===== config.mk =====
export PLATFORM = sky130hd
export DESIGN_NAME = writeback_stage
export DESIGN_NICKNAME = d
export VERILOG_FILES = /design/src/rtl/writeback_stage.sv
export SDC_FILE = /design/constraint.sdc
export NUM_CORES = 1
export LEC_CHECK = 0
export CAP_MARGIN = 10
export CORE_MARGIN = 4
export CORE_UTILIZATION = 50
export DETAILED_ROUTE_END_ITERATION = 16
export PLACE_DENSITY = 0.85
export SYNTH_ARGS = -nofsm -noshare
export SYNTH_HDL_FRONTEND = slang
export SYNTH_SLANG_ARGS = --single-unit

===== constraint.sdc =====
create_clock -name clk -period 5.3 [get_ports clk]
set_clock_uncertainty 0.05 [all_clocks]
set_input_delay 0.795 -clock clk [delete_from_list [all_inputs] [get_ports clk]]
set_output_delay 0.795 -clock clk [all_outputs]
set_load 0.1 [all_outputs]

===== src/rtl/writeback_stage.sv =====
// -----------------------------------------------------------------------------
// writeback_stage
//
// This is the last stage of the RISC-V pipeline. It holds the result bundle
// taken from the M stage. It then picks the final value: the ALU result, the
// extracted load data, or PC+4. It drives the register-file write port.
//
// A load is held in LOAD_WAIT until the data-memory response arrives. Memory
// latency can therefore vary. While the stage waits, it stalls the upstream
// stages. Every retired instruction is counted in o_instret.
//
// Ports:
//   clk, rst_n                  clock; synchronous active-low reset
//   i_valid_M                   M bundle is a real instruction (0 = bubble)
//   i_ALU_output_M              ALU result; byte address for loads
//   i_pc_plus4_M                link value for JAL/JALR
//   i_register_file_wr_addr_M   destination register
//   i_register_file_wr_en_M     instruction writes a register
//   i_sel_result_M              00 ALU, 01 load, 10 PC+4, 11 ALU
//   i_load_funct3_M             RISC-V load funct3
//   i_mem_rsp_valid/data        data-memory response (raw aligned word)
//   o_result_W                  register-file write data
//   o_register_file_wr_en_W     register-file write strobe
//   o_register_file_wr_addr_W   register-file write address
//   o_stall_W                   upstream must hold its bundle this cycle
//   o_retire_W                  an instruction retires this cycle
//   o_instret                   retired-instruction counter (wraps)
// -----------------------------------------------------------------------------
module writeback_stage #(
    parameter int XLEN       = 32,
    parameter int REG_ADDR_W = 5,
    parameter int CNT_W      = 64
) (
    input  logic                  clk,
    input  logic                  rst_n,
    input  logic                  i_valid_M,
    input  logic [XLEN-1:0]       i_ALU_output_M,
    input  logic [XLEN-1:0]       i_pc_plus4_M,
    input  logic [REG_ADDR_W-1:0] i_register_file_wr_addr_M,
    input  logic                  i_register_file_wr_en_M,
    input  logic [1:0]            i_sel_result_M,
    input  logic [2:0]            i_load_funct3_M,
    input  logic                  i_mem_rsp_valid,
    input  logic [XLEN-1:0]       i_mem_rsp_data,
    output logic [XLEN-1:0]       o_result_W,
    output logic                  o_register_file_wr_en_W,
    output logic [REG_ADDR_W-1:0] o_register_file_wr_addr_W,
    output logic                  o_stall_W,
    output logic                  o_retire_W,
    output logic [CNT_W-1:0]      o_instret
);

    localparam int   LANE_W = (XLEN == 64) ? 3 : 2;
    localparam logic IS64   = (XLEN == 64);

    typedef enum logic [1:0] {
        EMPTY     = 2'd0,
        RESULT    = 2'd1,
        LOAD_WAIT = 2'd2
    } state_t;

    state_t                  state_reg, state_next;
    logic [XLEN-1:0]         alu_reg;
    logic [XLEN-1:0]         pc4_reg;
    logic [REG_ADDR_W-1:0]   addr_reg;
    logic                    wen_reg;
    logic [1:0]              sel_reg;
    logic [2:0]              funct3_reg;
    logic [CNT_W-1:0]        instret_reg;

    logic                    stall;
    logic                    retire;
    logic [LANE_W-1:0]       lane;
    logic [7:0]              byte_val;
    logic [15:0]             half_val;
    logic [31:0]             word_val;
    logic [XLEN-1:0]         load_data;
    logic [XLEN-1:0]         result;

    // ---------------------------------------------------------------- FSM
    always_ff @(posedge clk) begin
        if (!rst_n) begin
            state_reg <= EMPTY;
        end else begin
            state_reg <= state_next;
        end
    end

    always_comb begin
        state_next = state_reg;
        stall      = 1'b0;
        retire     = 1'b0;
        case (state_reg)
            RESULT:    retire = 1'b1;
            LOAD_WAIT: begin
                // Only a response seen while waiting counts; stray ones are ignored.
                if (i_mem_rsp_valid) retire = 1'b1;
                else                 stall  = 1'b1;
            end
            default:   ;
        endcase
        // A free stage captures the next bundle on the same edge that the
        // current instruction retires.
        if (!stall) begin
            if (!i_valid_M)                 state_next = EMPTY;
            else if (i_sel_result_M == 2'b01) state_next = LOAD_WAIT;
            else                            state_next = RESULT;
        end
    end

    // ------------------------------------------------------ bundle capture
    always_ff @(posedge clk) begin
        if (!rst_n) begin
            alu_reg    <= '0;
            pc4_reg    <= '0;
            addr_reg   <= '0;
            wen_reg    <= 1'b0;
            sel_reg    <= 2'b00;
            funct3_reg <= 3'b000;
        end else if (!stall) begin
            alu_reg    <= i_ALU_output_M;
            pc4_reg    <= i_pc_plus4_M;
            addr_reg   <= i_register_file_wr_addr_M;
            wen_reg    <= i_register_file_wr_en_M;
            sel_reg    <= i_sel_result_M;
            funct3_reg <= i_load_funct3_M;
        end
    end

    // ------------------------------------------------------ load extraction
    // Lane bits are used exactly as given. A misaligned half-word or word
    // simply selects the enclosing aligned lane.
    always_comb begin
        lane     = alu_reg[LANE_W-1:0];
        byte_val = 8'(i_mem_rsp_data >> {lane, 3'b000});
        half_val = 16'(i_mem_rsp_data >> {lane[LANE_W-1:1], 4'b0000});
        word_val = 32'(i_mem_rsp_data >> {(IS64 & alu_reg[2]), 5'b00000});
        case (funct3_reg)
            3'b000:  load_data = XLEN'($signed(byte_val));
            3'b001:  load_data = XLEN'($signed(half_val));
            3'b100:  load_data = XLEN'(byte_val);
            3'b101:  load_data = XLEN'(half_val);
            3'b010:  load_data = IS64 ? XLEN'($signed(word_val)) : i_mem_rsp_data;
            3'b110:  load_data = IS64 ? XLEN'(word_val) : i_mem_rsp_data;
            default: load_data = i_mem_rsp_data;   // LD and unlisted encodings
        endcase
    end

    always_comb begin
        case (sel_reg)
            2'b01:   result = load_data;
            2'b10:   result = pc4_reg;
            default: result = alu_reg;
        endcase
    end

    // ------------------------------------------------------ retire counter
    always_ff @(posedge clk) begin
        if (!rst_n) begin
            instret_reg <= '0;
        end else if (retire) begin
            instret_reg <= instret_reg + CNT_W'(1);
        end
    end

    // ------------------------------------------------------------- outputs
    assign o_result_W                = result;
    assign o_register_file_wr_addr_W = addr_reg;
    assign o_register_file_wr_en_W   = retire & wen_reg & (addr_reg != '0);
    assign o_stall_W                 = stall;
    assign o_retire_W                = retire;
    assign o_instret                 = instret_reg;

endmodule


; ---- Word level (Yosys, flattened, before mapping)
; Index checks and enable logic that the tools add are counted.
[word_totals]
output_inout_bits = 104
ff_bits = 141
wordCells = 31
input_bits = 111
[classes]
n_bitwise = 2
shift = 2
n_reduce_logical = 2
n_addsub = 1
n_mux = 8
eq_ne = 8
[op_table]
columns = cell, count
row1 = $pmux 32 s4, 1
row2 = $add 64x1->64 const B, 1
row3 = $pmux 32 s2, 1
row4 = $shr 32x5->16, 1
row5 = $shr 32x5->8, 1
row6 = $eq 2x1->1 const B, 3
row7 = $eq 3x3->1 const B, 2
row8 = $reduce_bool 5->1, 1
row9 = $eq 2x2->1 const B, 2
row10 = $mux 2, 2
row11 = $eq 3x1->1 const B, 1
row12 = $logic_not 3->1, 1
row13 = $mux 1, 3
row14 = $and 1x1->1, 2
row15 = $pmux 1 s2, 1

; ---- Depth between registers and ports, before layout
[logic_depth]
word_depth = 4
depth_mapped = 9

; ---- Least setup slack after synthesis
; No wires, ideal clock.
[synth_timing]
path_kind = input to output
startpoint = in i_mem_rsp_data[31]
endpoint = out o_result_W[17]
setup_slack_ns = 0.997
arrival_ns = 3.458
required_ns = 4.455
path_stages = 6
path_cell_list = mux2_2 mux2i_1 o31ai_2 o21ai_1 clkbuf_1 o221ai_1
[synth_via]
elab_chain_cells = 3
word_cells_on_any_way = 4
cone_classes = 2 x shift / 2 x mux
[synth_rtl]
columns = element, line
row1 = "start, declared", 44  ; input logic [XLEN-1:0] i_mem_rsp_data,
row2 = $shr 32x5->16 / $shr 32x5->8 (equally long branches), "136, 135"
row3 = $pmux 32 s4 *, 138  ; case (funct3_reg)
row4 = $pmux 32 s2 *, 150  ; case (sel_reg)
row5 = "end, declared", 45  ; output logic [XLEN-1:0] o_result_W,
; Every way passes the cells marked *; elsewhere a longest branch is shown, timed or not.

; ---- Final worst setup path
[layout_timing]
startpoint = in i_mem_rsp_data[31]
endpoint = out o_result_W[31]
; Same word-level chain as after synthesis.

==> flow_summary.toml <==
[synth]
netlist_instances = 877
synth_flop_cell = "dfxtp_1"
syn-cell-area_mm2 = 0.00674
ys_async_sr_fraction_pct = 0
synth_edf_count = 0
syn_nets = 993
synth_largest_area_cell = "dfxtp_1"
netlist.area_leader.share_pct = 41.9
synth.distinct_cells = 47
synth_area_leaders = "dfxtp_1, nand2_1, a21oi_1"
seq_area_frac_synth_pct = 41.9
ys_seq_elements = 141
ys_warn_count = 0
synth.avg_cell_area_um2 = 7.68

[place]
io_buffer_count = 214
gp_congestion = 0.908
dp.final_hpwl_mm = 15.1

[global_route]
grt_pass1_wl_mm = 34.0
grt_antenna_before_repair = 3
overflow = 0
grtUsageTotal_pct = 28.1
first_global_vias = 6687
grt_max_degree = 109

[setup_path]
worstPathMaxFanout = 10
crit_arrival_ps = 3360
worstSetupPathType = "in2out"
worstReg2RegEnd = "o_instret[58]"
start_kind = "input port"
cp-end-kind = "primary output"
reg2reg_slack_ps = 2460
worstReg2RegStart = "state_reg[0]"
rr_worst_depth = 7
worstPathRequired_ps = 4450

[layout]
drive_gt1_share_pct = 10.4
num-nets-final = 1183
final_common_cell = "nand2_1"
largest_reg_flops = 64
fillerInstances = 1112
final_util_pct = 72.0
final_cell_mix = "nand2_1, clkdlybuf4s50_1, dfxtp_1"
area_growth_pct = 41.4

[timing]
setup_viol = 0
period_share_pct = 79.3
min_period_ps = 4200
whs_ps = 402
rsz0062_at_grt = "false"
fmax_mhz = 238
worst_pin_slew_ps = 1090
hold_viol_final = 0
slew_headroom_pct = 27.6
fin_setup_tns_ps = 0
final_max_slew_viol_count = 0

[routing]
viasPerCell = 5.63
drtIter0Drc = 592
wl_per_cell_um = 17.4
drc = 0
dr.pass1.iters = 5
ant_nets = 0
vias = 7060
totalWireLength_mm = 21.8

[clocking]
clkTransAtPathRegs_ps = 60
cts.sinks = 141
hold_buffers = 0
cts_resized = 0
tritoncts = "built"
root_buffer = "clkbuf_16"
clock_latency_ps = 410
post_cts_buffers = 0
h-tree-depth = 4
cts.path.max_buffers = 2
numCtsBuffers = 17

[floorplanning]
die_w_um = 124
dieHeight_um = 124
core_mm2 = 0.0132
initial_utilization_pct = 50.9
die-area_mm2 = 0.0154
io_pins = 215
rows = 42

[pwr]
powerDensity_mw_per_mm2 = 302
power_leakage_uw = 0.00357
ir_worst_vdd_v = 0.000157

[worst_hold_path]
worstHoldStart = "pc4_reg[16]"
worst_hold_path.endpoint = "pc4_reg[16]"
min_path_cells = 2
hold_path_class = "reg2reg"

[status]
outcome = "completed"

[run]
maxCapViolCount = 0
==> layer usage <==
layer	GRT usage, %	up-vias	wire length, um
met5	0	-	29
met4	11.8	6	629
met3	10.1	52	2210
met2	45.4	293	10200
met1	34.0	3268	8720
li1	-	3441	-
==> worst max path at each step <==
stage | from | end
floorplan | i_mem_rsp_data[31] | o_result_W[17]
global placement | i_mem_rsp_data[31] | o_result_W[19]
detailed placement | i_mem_rsp_data[31] | o_result_W[20]
CTS | i_mem_rsp_data[31] | o_result_W[20]
global route | i_mem_rsp_data[31] | o_result_W[31]
finish | i_mem_rsp_data[31] | o_result_W[31]
==> synth_stat cells, types with 2 or more instances <==
cell type and count:
o21a_1 2, nor4_4 4, mux2_2 15, buf_2 2, nor4_1 3, xor2_1 22, ha_1 5, o21ai_0 44
o31ai_1 3, nor2_1 62, and3_1 2, nand4_4 2, or3_1 22, buf_1 4, nor3_1 6, or2_2 2
nand4_1 19, a21oi_1 120, nand2_1 233, or3_2 7, o221ai_1 31, inv_1 13, and4_1 2, or4_1 3
nand3_1 23, xnor2_1 9, mux2i_1 3, nand4_2 5, dfxtp_1 141, and2_1 4, clkbuf_1 44, nand2b_1 5
==> cell type report <==
type | instances | area (um2) | share of cell area (%)
multi-input cells | 670 | 3670 | 38.5
flip-flops and latches | 141 | 2820 | 29.6
repair buffers | 222 | 2130 | 22.3
clock buffers | 20 | 467 | 4.90
well taps | 176 | 220 | 2.31
clock inverters | 10 | 164 | 1.72
inverters | 15 | 58.8 | 0.617
diodes | 1 | 2.50 | 0.0263
==> kinds of logic (layout without fill, tap and decap cells) <==
| family | count (synthesis) | count (layout) | synth area share, % |
|---|---|---|---|
| compound gates | 205 | 205 | 17.4 |
| xor+xnor | 31 | 31 | 4.03 |
| fa+ha+maj | 5 | 5 | 0.928 |
| buf+inv | 66 | 267 | 3.77 |
| flops | 141 | 141 | 41.9 |
| mux | 18 | 18 | 2.95 |
| other cells | 0 | 1 | 0 |
| simple gates | 411 | 411 | 29.0 |
==> power by group <==
| group | internal [uW] | switching, uW |
|---|---|---|
| clock network | 819 | 443 |
| logic | 162 | 332 |
| registers | 1090 | 23.2 |
| total | 2080 | 798 |
==> critical path, stage by stage <==
cell,delay (ps)
clkdlybuf4s50_1,490
mux2_2,200
mux2i_1,110
o31ai_2,530
o21ai_1,380
buf_4,300
o221ai_1,210
buf_4,330
==> through the flow <==
step,setup slack (ps),instance area (um2),power [uW],cells
floorplan,997,6740,1460,877
finish,1100,9530,2870,1255
CTS,923,9520,2890,1253
detailed placement,937,8890,1630,1223
global route,932,9530,2970,1254
global placement,1120,8890,1630,1223
(Power assumes the default switching activity.)
